**config.mk**
```make
export PLATFORM = sky130hd
export DESIGN_NAME = mem_stage
export DESIGN_NICKNAME = d
export VERILOG_FILES = /design/src/rtl/cpu_pkg.sv /design/src/rtl/mem_req_fsm.sv /design/src/rtl/mem_stage.sv
export SDC_FILE = /design/constraint.sdc
export NUM_CORES = 1
export LEC_CHECK = 0
export ABC_AREA = 1
export ABC_CLOCK_PERIOD_IN_PS = 3000
export CORE_MARGIN = 2
export CORE_UTILIZATION = 48
export CTS_CLUSTER_DIAMETER = 120
export DETAILED_ROUTE_END_ITERATION = 10
export HOLD_SLACK_MARGIN = 0.02
export PLACE_DENSITY = 0.95
export SETUP_SLACK_MARGIN = 0.5
export SYNTH_ARGS = -nofsm -noshare
export SYNTH_HDL_FRONTEND = slang
export SYNTH_HIERARCHICAL = 1
export SYNTH_SLANG_ARGS = --single-unit
```
**constraint.sdc**
```tcl
create_clock -name clk -period 3 [get_ports clk]
set_input_delay 0.45 -clock clk [delete_from_list [all_inputs] [get_ports clk]]
set_output_delay 0.45 -clock clk [all_outputs]
set_load 0.05 [all_outputs]
```
**src/rtl/cpu_pkg.sv**
```systemverilog
// Shared types for the pipeline: datapath widths, memory-stage state and EX/MEM bundle.
// Latency: n/a (types only).
// Backpressure: n/a.
package cpu_pkg;

  localparam int DATA_W = 32;
  localparam int REG_W  = 4;

  typedef enum logic [1:0] {
    IDLE    = 2'd0,
    REQ     = 2'd1,
    WAIT_RD = 2'd2
  } mem_state_t;

  typedef struct packed {
    logic [DATA_W-1:0] addr;
    logic [DATA_W-1:0] wdata;
    logic [DATA_W-1:0] alu;
    logic [REG_W-1:0]  dest;
    logic              mem_wr;
    logic              wb_sel;
    logic              reg_wr;
    logic              call;
  } ex_mem_t;

  // A memory op needs word alignment; the low two address bits must be zero.
  function automatic logic is_misaligned(input logic [DATA_W-1:0] addr);
    return addr[1:0] != 2'b00;
  endfunction

endpackage

```
**src/rtl/mem_req_fsm.sv**
```systemverilog
// Data-memory request sequencer: state, timeout counter, dm_req, retire and error decode.
// Latency: dm_req rises the cycle after capture; retire is combinational on gnt/rvalid/timeout.
// Backpressure: holds REQ until dm_gnt, WAIT_RD until dm_rvalid, aborts after TIMEOUT_CYC cycles.
module mem_req_fsm
  import cpu_pkg::*;
#(
  parameter int TIMEOUT_CYC = 16
) (
  input  logic clk,
  input  logic rst_n,
  input  logic capture,
  input  logic cap_go,
  input  logic s1_valid,
  input  logic s1_mem_op,
  input  logic s1_misal,
  input  logic s1_store,
  input  logic dm_gnt,
  input  logic dm_rvalid,
  output logic dm_req,
  output logic retire,
  output logic ret_err,
  output logic ret_load
);

  localparam int CNT_W = $clog2(TIMEOUT_CYC) + 1;
  localparam logic [CNT_W-1:0] CNT_MAX = CNT_W'(TIMEOUT_CYC - 1);

  mem_state_t       state;
  logic [CNT_W-1:0] cnt;
  logic             busy;
  logic             done_st;
  logic             timeout;
  logic             idle_ret;
  logic             idle_err;

  // Retire decode; in REQ a same-cycle rvalid is ignored because only WAIT_RD looks at it.
  always_comb begin
    busy     = (state != IDLE);
    done_st  = (state == REQ) && dm_gnt && s1_store;
    ret_load = (state == WAIT_RD) && dm_rvalid;
    timeout  = busy && (cnt == CNT_MAX) && !done_st && !ret_load;
    // A valid op sitting in IDLE was captured last edge: either non-memory or a misaligned access.
    idle_ret = (state == IDLE) && s1_valid && (!s1_mem_op || s1_misal);
    idle_err = (state == IDLE) && s1_valid && s1_mem_op && s1_misal;
    retire   = idle_ret || done_st || ret_load || timeout;
    ret_err  = idle_err || timeout;
  end

  // State, timeout counter and registered dm_req; a new capture wins over the old op's retire.
  always_ff @(posedge clk) begin
    if (!rst_n) begin
      state  <= IDLE;
      cnt    <= '0;
      dm_req <= 1'b0;
    end else if (capture && cap_go) begin
      state  <= REQ;
      cnt    <= '0;
      dm_req <= 1'b1;
    end else if (retire) begin
      state  <= IDLE;
      cnt    <= '0;
      dm_req <= 1'b0;
    end else if ((state == REQ) && dm_gnt) begin
      state  <= WAIT_RD;
      cnt    <= cnt + 1'b1;
      dm_req <= 1'b0;
    end else if (busy) begin
      cnt    <= cnt + 1'b1;
    end
  end

endmodule

```
**src/rtl/mem_stage.sv**
```systemverilog
// Pipeline memory stage: EX/MEM latch, data-memory handshake, MEM/WB register and ALU forwarding.
// Latency: ALU op 1 cycle after capture; store adds gnt wait; load adds gnt and rvalid waits.
// Backpressure: stall_out holds execute while the captured op has not retired.
module mem_stage
  import cpu_pkg::*;
#(
  parameter int TIMEOUT_CYC = 16
) (
  input  logic              clk,
  input  logic              rst_n,
  input  logic              ex_valid,
  input  logic [DATA_W-1:0] mem_addr_in,
  input  logic [DATA_W-1:0] mem_data_in,
  input  logic [DATA_W-1:0] alu_in,
  input  logic [REG_W-1:0]  reg_dest_in,
  input  logic              mem_wr_in,
  input  logic              wb_sel_in,
  input  logic              reg_wr_in,
  input  logic              call_in,
  output logic              stall_out,
  output logic              dm_req,
  output logic              dm_we,
  output logic [DATA_W-1:0] dm_addr,
  output logic [DATA_W-1:0] dm_wdata,
  input  logic              dm_gnt,
  input  logic              dm_rvalid,
  input  logic [DATA_W-1:0] dm_rdata,
  output logic              wb_valid,
  output logic [DATA_W-1:0] wb_data,
  output logic [REG_W-1:0]  wb_dest,
  output logic              wb_reg_wr,
  output logic              wb_call,
  output logic              fwd_en,
  output logic [REG_W-1:0]  fwd_dest,
  output logic [DATA_W-1:0] fwd_data,
  output logic              err
);

  ex_mem_t s1;
  logic    s1_valid;
  logic    s1_mem_op;
  logic    s1_misal;
  logic    capture;
  logic    cap_go;
  logic    retire;
  logic    ret_err;
  logic    ret_load;

  // Stall, capture qualification and the memory/forward views of S1.
  always_comb begin
    s1_mem_op = s1.mem_wr || s1.wb_sel;
    s1_misal  = is_misaligned(s1.addr);
    stall_out = s1_valid && !retire;
    capture   = !stall_out;
    cap_go    = ex_valid && (mem_wr_in || wb_sel_in) && !is_misaligned(mem_addr_in);
    dm_we     = s1.mem_wr;
    dm_addr   = s1.addr;
    dm_wdata  = s1.wdata;
    fwd_en    = s1_valid && s1.reg_wr && !s1.wb_sel;
    fwd_dest  = s1.dest;
    fwd_data  = s1.alu;
  end

  mem_req_fsm #(.TIMEOUT_CYC(TIMEOUT_CYC)) u_fsm (
    .clk       (clk),
    .rst_n     (rst_n),
    .capture   (capture),
    .cap_go    (cap_go),
    .s1_valid  (s1_valid),
    .s1_mem_op (s1_mem_op),
    .s1_misal  (s1_misal),
    .s1_store  (s1.mem_wr),
    .dm_gnt    (dm_gnt),
    .dm_rvalid (dm_rvalid),
    .dm_req    (dm_req),
    .retire    (retire),
    .ret_err   (ret_err),
    .ret_load  (ret_load)
  );

  // EX/MEM register: loads whenever the stage is not stalled.
  always_ff @(posedge clk) begin
    if (!rst_n) begin
      s1       <= '0;
      s1_valid <= 1'b0;
    end else if (capture) begin
      s1.addr   <= mem_addr_in;
      s1.wdata  <= mem_data_in;
      s1.alu    <= alu_in;
      s1.dest   <= reg_dest_in;
      s1.mem_wr <= mem_wr_in;
      s1.wb_sel <= wb_sel_in;
      s1.reg_wr <= reg_wr_in;
      s1.call   <= call_in;
      s1_valid  <= ex_valid;
    end
  end

  // MEM/WB register: one-cycle retire pulse; stores and errored ops never write a register.
  always_ff @(posedge clk) begin
    if (!rst_n) begin
      wb_valid  <= 1'b0;
      wb_data   <= '0;
      wb_dest   <= '0;
      wb_reg_wr <= 1'b0;
      wb_call   <= 1'b0;
      err       <= 1'b0;
    end else if (retire) begin
      wb_valid  <= 1'b1;
      wb_data   <= ret_load ? dm_rdata : s1.alu;
      wb_dest   <= s1.dest;
      wb_reg_wr <= s1.reg_wr && !s1.mem_wr && !ret_err;
      wb_call   <= s1.call;
      err       <= ret_err;
    end else begin
      wb_valid  <= 1'b0;
      wb_reg_wr <= 1'b0;
      err       <= 1'b0;
    end
  end

endmodule

```
=== Word level (Yosys, flattened, before mapping) ===
Index checks and enable logic that the tools add are counted.

* Register bits: 153
* Latch bits: 0
* Bits in writable memories: 0
* ROM bits: 0
* Output and inout port bits: 144
* Memories kept: 0

* Add/sub/neg operators: 1
* Multiply operators: 0
* Divide/modulo/power cells: 0
* Magnitude comparators: 0
* Equal/unequal tests: 3
* Shift operators: 0
* Multiplexer cells: 10
* Bitwise logic cells: 1
* Reduce and logical (&&, ||, !) cells: 42

{| class="wikitable"
|+ Operators with widths
! kind !! number
|-
| 2-to-1 mux 32 bit || 1
|-
| logical AND 1 bit || 18
|-
| 2-to-1 mux 5 bit || 2
|-
| logical NOT 1 bit || 9
|-
| nonzero test 2 bit || 4
|-
| logical OR 1 bit || 7
|-
| 2-to-1 mux 1 bit || 7
|-
| adder 5 x 1 -> 5 bit, second input constant || 1
|-
| equality test 5 x 4 -> 1 bit, second input constant || 1
|-
| nonzero test 3 bit || 1
|-
| OR reduction 3 bit || 1
|-
| equality test 2 x 1 -> 1 bit, second input constant || 1
|-
| equality test 2 bit, second input constant || 1
|-
| logical NOT 2 bit || 1
|-
| AND reduction 2 bit || 1
|-
| inverter 1 bit || 1
|}

=== Logic depth before layout (Yosys ltp) ===
* Depth after elaboration: 12
* Mapped depth: 15

=== Modules after synthesis ===
Netlist, hierarchy kept.

{| class="wikitable"
|+ By module, submodules not included
! module !! times used !! cells an instance !! area each (um2)
|-
| mem_stage || 1 || 1051 || 6951.7
|-
| mem_req_fsm || 1 || 52 || 412.9
|}

=== Least setup slack after synthesis ===
Ideal clock, no wire load.

* Path type: register to register
* Start point: reg u_fsm/dm_req (netlist name)
* End point: reg u_fsm.cnt[0]
* Library setup time: 0.064 ns
* Data arrival time: 2.318 ns
* Data required time: 2.936 ns
* Path slack: 0.618 ns
* Cell stages (with the launch flop): 13
* Buffers on the path: 2
* Period minus slack after synthesis: 2.382 ns
* Cell sequence: dfxtp_1 > inv_1 > nand3_1 > nand2_1 > nor2_4 > inv_1 > buf_4 > nor2_8 > buf_2 > inv_1 > nand2_1 > nand3_4 > nor2_2

{| class="wikitable"
|+ RTL lines
! element !! RTL line !! RTL
|-
| end signal: assignment || mem_req_fsm.sv:65 || <nowiki>cnt <= cnt + 1'b1;</nowiki>
|-
| end signal: assignment || mem_req_fsm.sv:68 || <nowiki>cnt <= cnt + 1'b1;</nowiki>
|-
| end: declaration || mem_req_fsm.sv:29 || <nowiki>logic [CNT_W-1:0] cnt;</nowiki>
|}

=== Worst setup path in the final report ===
* Start point: reg u_fsm.cnt[0]
* End point: out stall_out

* Cells in the longest elaborated chain, start to end: 7

{| class="wikitable"
|+ RTL lines
! element !! RTL line !! RTL
|-
| equality test 5 x 4 -> 1 bit || mem_req_fsm.sv:41 || <nowiki>timeout = busy && (cnt == CNT_MAX) && !done_st && !ret_load;</nowiki>
|-
| logical AND 1 bit (3 in series) || mem_req_fsm.sv:41 ||
|-
| logical OR 1 bit || mem_req_fsm.sv:45 || <nowiki>retire = idle_ret || done_st || ret_load || timeout;</nowiki>
|-
| via retire || mem_stage.sv:45 || <nowiki>logic retire;</nowiki>
|-
| logical NOT 1 bit || mem_stage.sv:53 || <nowiki>stall_out = s1_valid && !retire;</nowiki>
|-
| logical AND 1 bit || mem_stage.sv:53 ||
|-
| end: declaration || mem_stage.sv:20 || <nowiki>output logic stall_out,</nowiki>
|}

The timed path passes the listed nets, and every way through them passes these cells.

==> results.toml <==
[global_route]
antenna_found_initial = 0
grt_overflow_total = 0
grt_pass1_vias = 6738
grt_max_degree = 77
grt_pass1_wl_um = 31600
grtUsageTotal = 0.2386

[cts]
cts.sinks = 152
cts-buffers-inserted = 17
cts_hold_buffers = 0
cts_buffer_depth = 2
cts_resized = 0
cts_setup_buffers = 0
cts_root_buf = "clkbuf_16"
htreeDepth = 4
clk_latency_ns = 0.41
cts_tree = "built"
clk_pin_slew_worst_paths_ns = 0.06

[setup_path]
end_kind = "primary output"
crit_type = "flip-flop to primary output"
crit_start = "u_fsm/cnt[0]$_SDFFE_PP0P_"
critPathArrivalTime_ns = 1.92
crit_fanout = 6
startpoint_type = "flip-flop"
r2r-start = "u_fsm/cnt[0]$_SDFFE_PP0P_"
cp.required_ns = 2.55

[final_layout]
finalNetCount = 1396
layout-drive-gt1-share = 0.04818
design_area_sq_mm = 0.01014
n_antenna_cell = 0
layoutNonFillerInstCount = 1454
fillers = 1200
syn_to_final_growth_pct = 37.72

[synth]
synth_compound_area_frac = 0.03194
ys_ff_latch = 152
synth.avg_cell_area_sq_um = 6.677
synth.distinct_cells = 23
synthMuxAreaShare = 0.001359
yosys.area_share.xor_xnor = 0.003568
postSynthNetCount = 1246
synthAdderAreaFrac = 0.003398
yosysWarnings = 6
synthCells = 1103
synthesis.area_sq_mm = 0.007365
ys_seq_area_frac = 0.4132
synth_top_family_by_area = "simple AND/OR/NAND/NOR gates"
synthSimpleGateAreaFrac = 0.3422

[sta]
slew_viol_final = 0
slew_headroom = 0.5359
tightest_slew_ns = 0.6961
finalClockSkew_ns = 0.008187
hold_violations = 0
period_share = 0.7912
holdWs_ns = 0.4381
fmax_mhz = 421.3
setup_tns_ns = 0
min_period_ns = 2.374
rsz0062_at_grt = "true"
setup_viol = 0

[placement]
io_buffers = 284
place_inst = 1420
place_hpwl_um = 13640
place.gp.congestion = 0.8336
place_area_sq_mm = 0.009505

[detailed_routing]
drtAntennaViolNets = 0
via_per_inst = 4.803
wl_um = 19720
drc = 0
wl_per_cell_um = 13.56
via_count = 6984
drtIter0Drc = 407
firstDrtPassIters = 6

[power_and_ir_drop]
p_per_area_mw_per_mm2 = 638.8
leakage_nw = 4.455
irDropWorstVdd_uv = 324.6

[min_path]
hold_class = "input port to flip-flop"
min-delay-start = "rst_n"

[run_status]
status = "complete, no violations"

[die]
io_pins = 285
rows = 45
die-area_sq_mm = 0.01635
initial_core_util = 0.4881
core_area_sq_mm = 0.01509
die_width_um = 127.9
chipHeight_um = 127.9

[job]
maxCapViolCount = 0
flip-flops by register name, indices dropped and copies added (netlist names), 3 cells and up:
signal,count
dm_addr,32
wb_data,32
fwd_data,32
fwd_dest,4
wb_dest,4
dm_wdata,32
s1,3
u_fsm/cnt,5
synth_stat cells (all sizes together):
cell type    n  area, sq um
mux2i        1        10.01
nand4        2        12.51
buf        141        972.2
nand2      179        676.9
a21oi        8        40.04
nor2       321         1251
or2          1        6.260
inv        118        442.9
o21ai       39        195.2
nor3         1        5.000
nand3      111        568.1
dfxtp      152         3043
clkbuf      24        90.09
ha           2        25.02
xor2         3        26.28
report_power, final:
part           switching (mW)  total (mW)  internal, mW
sequential              0.103        2.32          2.21
clock                   0.839        2.26          1.42
combinational            1.22        1.90         0.678
total                    2.16        6.48          4.31
path summary, 6_finish.rpt:
kind / end / slack, ns / depth (start not counted)
worst max register to register: wb_dest[3]$_SDFFE_PN0P_ / 0.71 / 11
worst min-delay path: dm_addr[14]$_SDFFE_PN0N_ / 0.44 / 3
worst max-delay path: stall_out / 0.63 / 10
worst min register to register: wb_reg_wr$_SDFF_PN0_ / 0.46 / 2
through the flow:
stage                     power [mW]  utilization  worst slack (ns)
after floorplan                3.736            -            0.6184
after global placement         4.215       0.6299            0.6547
after detailed placement       4.253       0.6299            0.5777
after CTS                      6.524       0.6711            0.5510
after global routing           6.753       0.6721            0.4930
final                          6.479       0.6721            0.6263
area by class of cell:
class | instances | area (sq um) | area share
clock buffers | 22 | 454.2 | 0.04478
clock inverters | 10 | 167.7 | 0.01653
multi-input cells | 668 | 2816 | 0.2777
well taps | 188 | 235.2 | 0.02319
repair buffers | 296 | 2978 | 0.2936
flip-flops and latches | 152 | 3047 | 0.3004
inverters | 118 | 444.2 | 0.04379
critical path: stages (launching register included):
cell and delay [ns]:
dfxtp_1 0.33, ha_1 0.21, nand2_1 0.07, nor2_1 0.04
ha_1 0.19, nand2_2 0.09, nand2_2 0.07, nor2_4 0.13
inv_2 0.10, nor2_8 0.13, buf_12 0.15
cells in the final DEF (no fill, tap or decap), types with 2 or more instances in the layout:
| cell type | synthesis | final |
|---|---|---|
| clkinv_4 | 0 | 2 |
| nor2_4 | 2 | 2 |
| ha_1 | 2 | 2 |
| nor2_1 | 312 | 312 |
| inv_1 | 115 | 113 |
| clkinvlp_4 | 0 | 2 |
| buf_4 | 104 | 10 |
| nand4_1 | 2 | 2 |
| nand2_2 | 2 | 2 |
| xor2_1 | 3 | 3 |
| nand2_1 | 177 | 177 |
| o21ai_0 | 39 | 39 |
| buf_12 | 0 | 4 |
| dfxtp_1 | 152 | 151 |
| inv_2 | 3 | 4 |
| clkbuf_16 | 0 | 17 |
| nand3_1 | 110 | 110 |
| clkbuf_1 | 24 | 4 |
| a21oi_1 | 8 | 8 |
| nor2_2 | 6 | 6 |
| bufinv_16 | 0 | 4 |
| clkdlybuf4s50_1 | 0 | 282 |
cell families (layout without fill, tap and decap cells):
group	Yosys count	in the layout
flops	152	152
mux	1	1
buf+inv	283	446
compound gates	47	47
fa+ha+maj	2	2
simple gates	615	615
xor+xnor	3	3
routing by layer:
| metal | part of all wire | GRT usage |
|---|---|---|
| met1 | 0.40 | 0.2756 |
| met4 | 0.032 | 0.1047 |
| met5 | 0 | 0 |
| met3 | 0.081 | 0.06678 |
| met2 | 0.48 | 0.4130 |
(Power assumes the default switching activity.)
==> RTL change: new RTL, same settings <==
The 3 states of `mem_state_t` get a one-hot encoding in 3 bits.
--- a/src/rtl/cpu_pkg.sv
+++ b/src/rtl/cpu_pkg.sv
@@ -7,8 +7,8 @@
   localparam int REG_W  = 4;
 
-  typedef enum logic [1:0] {
-    IDLE    = 2'd0,
-    REQ     = 2'd1,
-    WAIT_RD = 2'd2
+  typedef enum logic [2:0] {
+    IDLE    = 3'b001,
+    REQ     = 3'b010,
+    WAIT_RD = 3'b100
   } mem_state_t;
 
Behaviour: same outputs for any inputs over 4 cycles, from zero or initial values and one cycle with rst_n low; so few cycles prove little.
==> RTL change against the unedited design <==
Fmax fell by 0.22%. Worst setup slack got worse by 0.0052 ns. Non-clock buffer count fell by 2. Via count fell by 0.13%. Wire length rose by 2.9%. Register-to-register slack improved by 0.08 ns. Utilization fell by 0.11 points. Power fell by 3.5%. Clock skew rose by 0.0023 ns. Synthesized area rose by 0.80%. Cell area rose by 0.21%. Sequential cell count rose by 1.
==> RTL change: results (changes against the unedited design) <==
hold_path:
  hold_class: "in -> reg"  # unchanged
  whs_path_depth: 3  # unchanged
  hp-start: "rst_n"  # unchanged
  holdPathEnd: "dm_addr[5]$_SDFFE_PN0N_"  # was dm_addr[14]$_SDFFE_PN0N_
global_route:
  grtUsageTotal: 0.240  # was 0.239
  antenna_found_initial: 0  # unchanged
  gr-total-overflow: 0  # unchanged
  grt_max_degree: 106  # was 77
  grt_pass1_wl_um: 31700  # was 31600 um
  grt_pass1_vias: 6739  # was 6738
logic_synthesis:
  synth_cell_types: 26  # was 23
  async_flop_share: 0  # unchanged
  ys_top_cells_by_count: "nor2_1 (321), nand2_1 (183), dfxtp_1 (153), inv_1 (123), nand3_1 (108)"  # was nor2_1 (312), nand2_1 (177), dfxtp_1 (152), inv_1 (115), nand3_1 (110)
  synth-seq-area-share: 0.413  # about the same
  synth_area_leaders: "dfxtp_1 (41%), nor2_1 (16%), buf_4 (11%)"  # unchanged
  yosys_warnings: 6  # unchanged
  synthFlopType: "dfxtp_1"  # unchanged
  syn-num-nets: 1263  # was 1246
power:
  power_leakage_uw: 0.00448  # was 0.00446 uW
  ir_drop_uv: 353  # was 325 uV
  power_switching_uw: 2060  # was 2160 uW
sta:
  hold_violations: 0  # unchanged
  skew_ns: 0.0105  # was 0.00819 ns
  relSlewSlack: 0.217  # was 0.536
route:
  vias: 6975  # was 6984
  firstDrtPassIters: 5  # was 6
  wl_per_cell_um: 13.8  # was 13.6 um
  drt_iter0_drc: 353  # was 407
  final_antenna_net_count: 0  # unchanged
cells_and_area:
  antenna_cells: 0  # unchanged
  drive_above_1_share: 0.0415  # was 0.0482
  fin_nets: 1411  # was 1396
clock_tree:
  clk_latency_ns: 0.41  # about the same
  cts_root_buf: "clkbuf_16"  # unchanged
  htree_levels: 4  # unchanged
  postCtsSetupRepairBufs: 0  # unchanged
  clk_pin_slew_worst_paths_ns: 0.06  # about the same
  cts.path.max_buffers: 2  # unchanged
  numCtsBuffers: 17  # unchanged
  ctsResizeCount: 0  # unchanged
worst_setup_path:
  critical-path-max-stage-delay_ns: 0.33  # about the same
  arrival_ns: 1.93
  reg2reg_from: "u_fsm/cnt[0]$_SDFFE_PP0P_"  # unchanged
  crit_slowest_cell: "dfxtp_1"  # unchanged
  r2r-end: "fwd_data[0]$_SDFFE_PN0N_"  # was wb_dest[3]$_SDFFE_PN0P_
  crit_fanout: 4  # was 6
  r2r_slack_ns: 0.79  # was 0.71 ns
  r2r_cells: 13  # was 11
place:
  io_buffer_count: 284  # unchanged
  dp_hpwl_um: 13700  # was 13600 um
  globalplace.congestion: 0.793  # was 0.834
status:
  status: "finished clean"  # unchanged
-- RTL change: kinds of logic (layout without fill, tap and decap cells) --
logic type      after synthesis  in the layout  share of synthesized area
fa+ha+maj                     2              2                    0.00337
simple gates                623            623                      0.340
buf+inv                     291            449                      0.207
flops                       153            153                      0.413
mux                           1              1                    0.00135
xor+xnor                      3              3                    0.00354
compound gates               47             47                     0.0319
-- RTL change: worst max-delay path by stage --
| stage | end | startpoint | slack (ns) | cells after the start |
|---|---|---|---|---|
| 3_5_place_dp | fwd_data[0]$_SDFFE_PN0N_ | dm_gnt | 0.65 | 12 |
| 5_1_grt | stall_out | u_fsm/cnt[0]$_SDFFE_PP0P_ | 0.50 | 10 |
| 4_1_cts | stall_out | u_fsm/cnt[0]$_SDFFE_PP0P_ | 0.56 | 10 |
| 6_report | stall_out | u_fsm/cnt[0]$_SDFFE_PP0P_ | 0.62 | 10 |
| 3_3_place_gp | fwd_data[1]$_SDFFE_PN0N_ | dm_gnt | 0.74 | 12 |
| 2_1_floorplan | stall_out | dm_we$_SDFFE_PN0N_ | 0.65 | 10 |
-- RTL change: critical path: cells and delay by family, from the launching register on --
kind                     cells  cell delay [ns]
AND/OR/NAND/NOR              6             0.54
adder cells (fa/ha/maj)      2             0.39
flip-flops                   1             0.33
buffers and inverters        2             0.25
-- RTL change: through the flow --
stage / hold slack (ns) / std cells / instance area (um2) / utilization / worst slack [ns]
after floorplan: 0.428 / 1120 / 7420 / - / 0.651
after global placement: 0.442 / 1436 / 9570 / 0.632 / 0.739
after detailed placement: 0.445 / 1436 / 9570 / 0.632 / 0.648
after CTS: 0.372 / 1465 / 10200 / 0.671 / 0.564
after global routing: 0.387 / 1466 / 10200 / 0.671 / 0.504
final: 0.388 / 1466 / 10200 / 0.671 / 0.621
-- RTL change: area by class of cell --
class | count | area [um2]
timing repair buffer | 294 | 2980
clock inverter | 7 | 91.3
clock buffer | 22 | 495
multi-input combinational | 676 | 2830
fill | 1218 | 4980
sequential | 153 | 3070
inverter | 126 | 474
tap | 188 | 235
-- RTL change: routing by layer --
metal / track usage / routed length (um)
met1: 0.269 / 8060
met2: 0.428 / 10100
met3: 0.0728 / 1600
met4: 0.0963 / 512
met5: 0 / 0
-- RTL change: power by group through the flow --
stage | combinational (uW) | sequential (uW) | clock [uW]
3_3_place_gp | 1780 | 2350 | 0
6_report | 1810 | 2320 | 2130
4_1_cts | 1810 | 2320 | 2170
5_1_grt | 1940 | 2330 | 2260
2_1_floorplan | 1140 | 2520 | 0
3_5_place_dp | 1810 | 2360 | 0
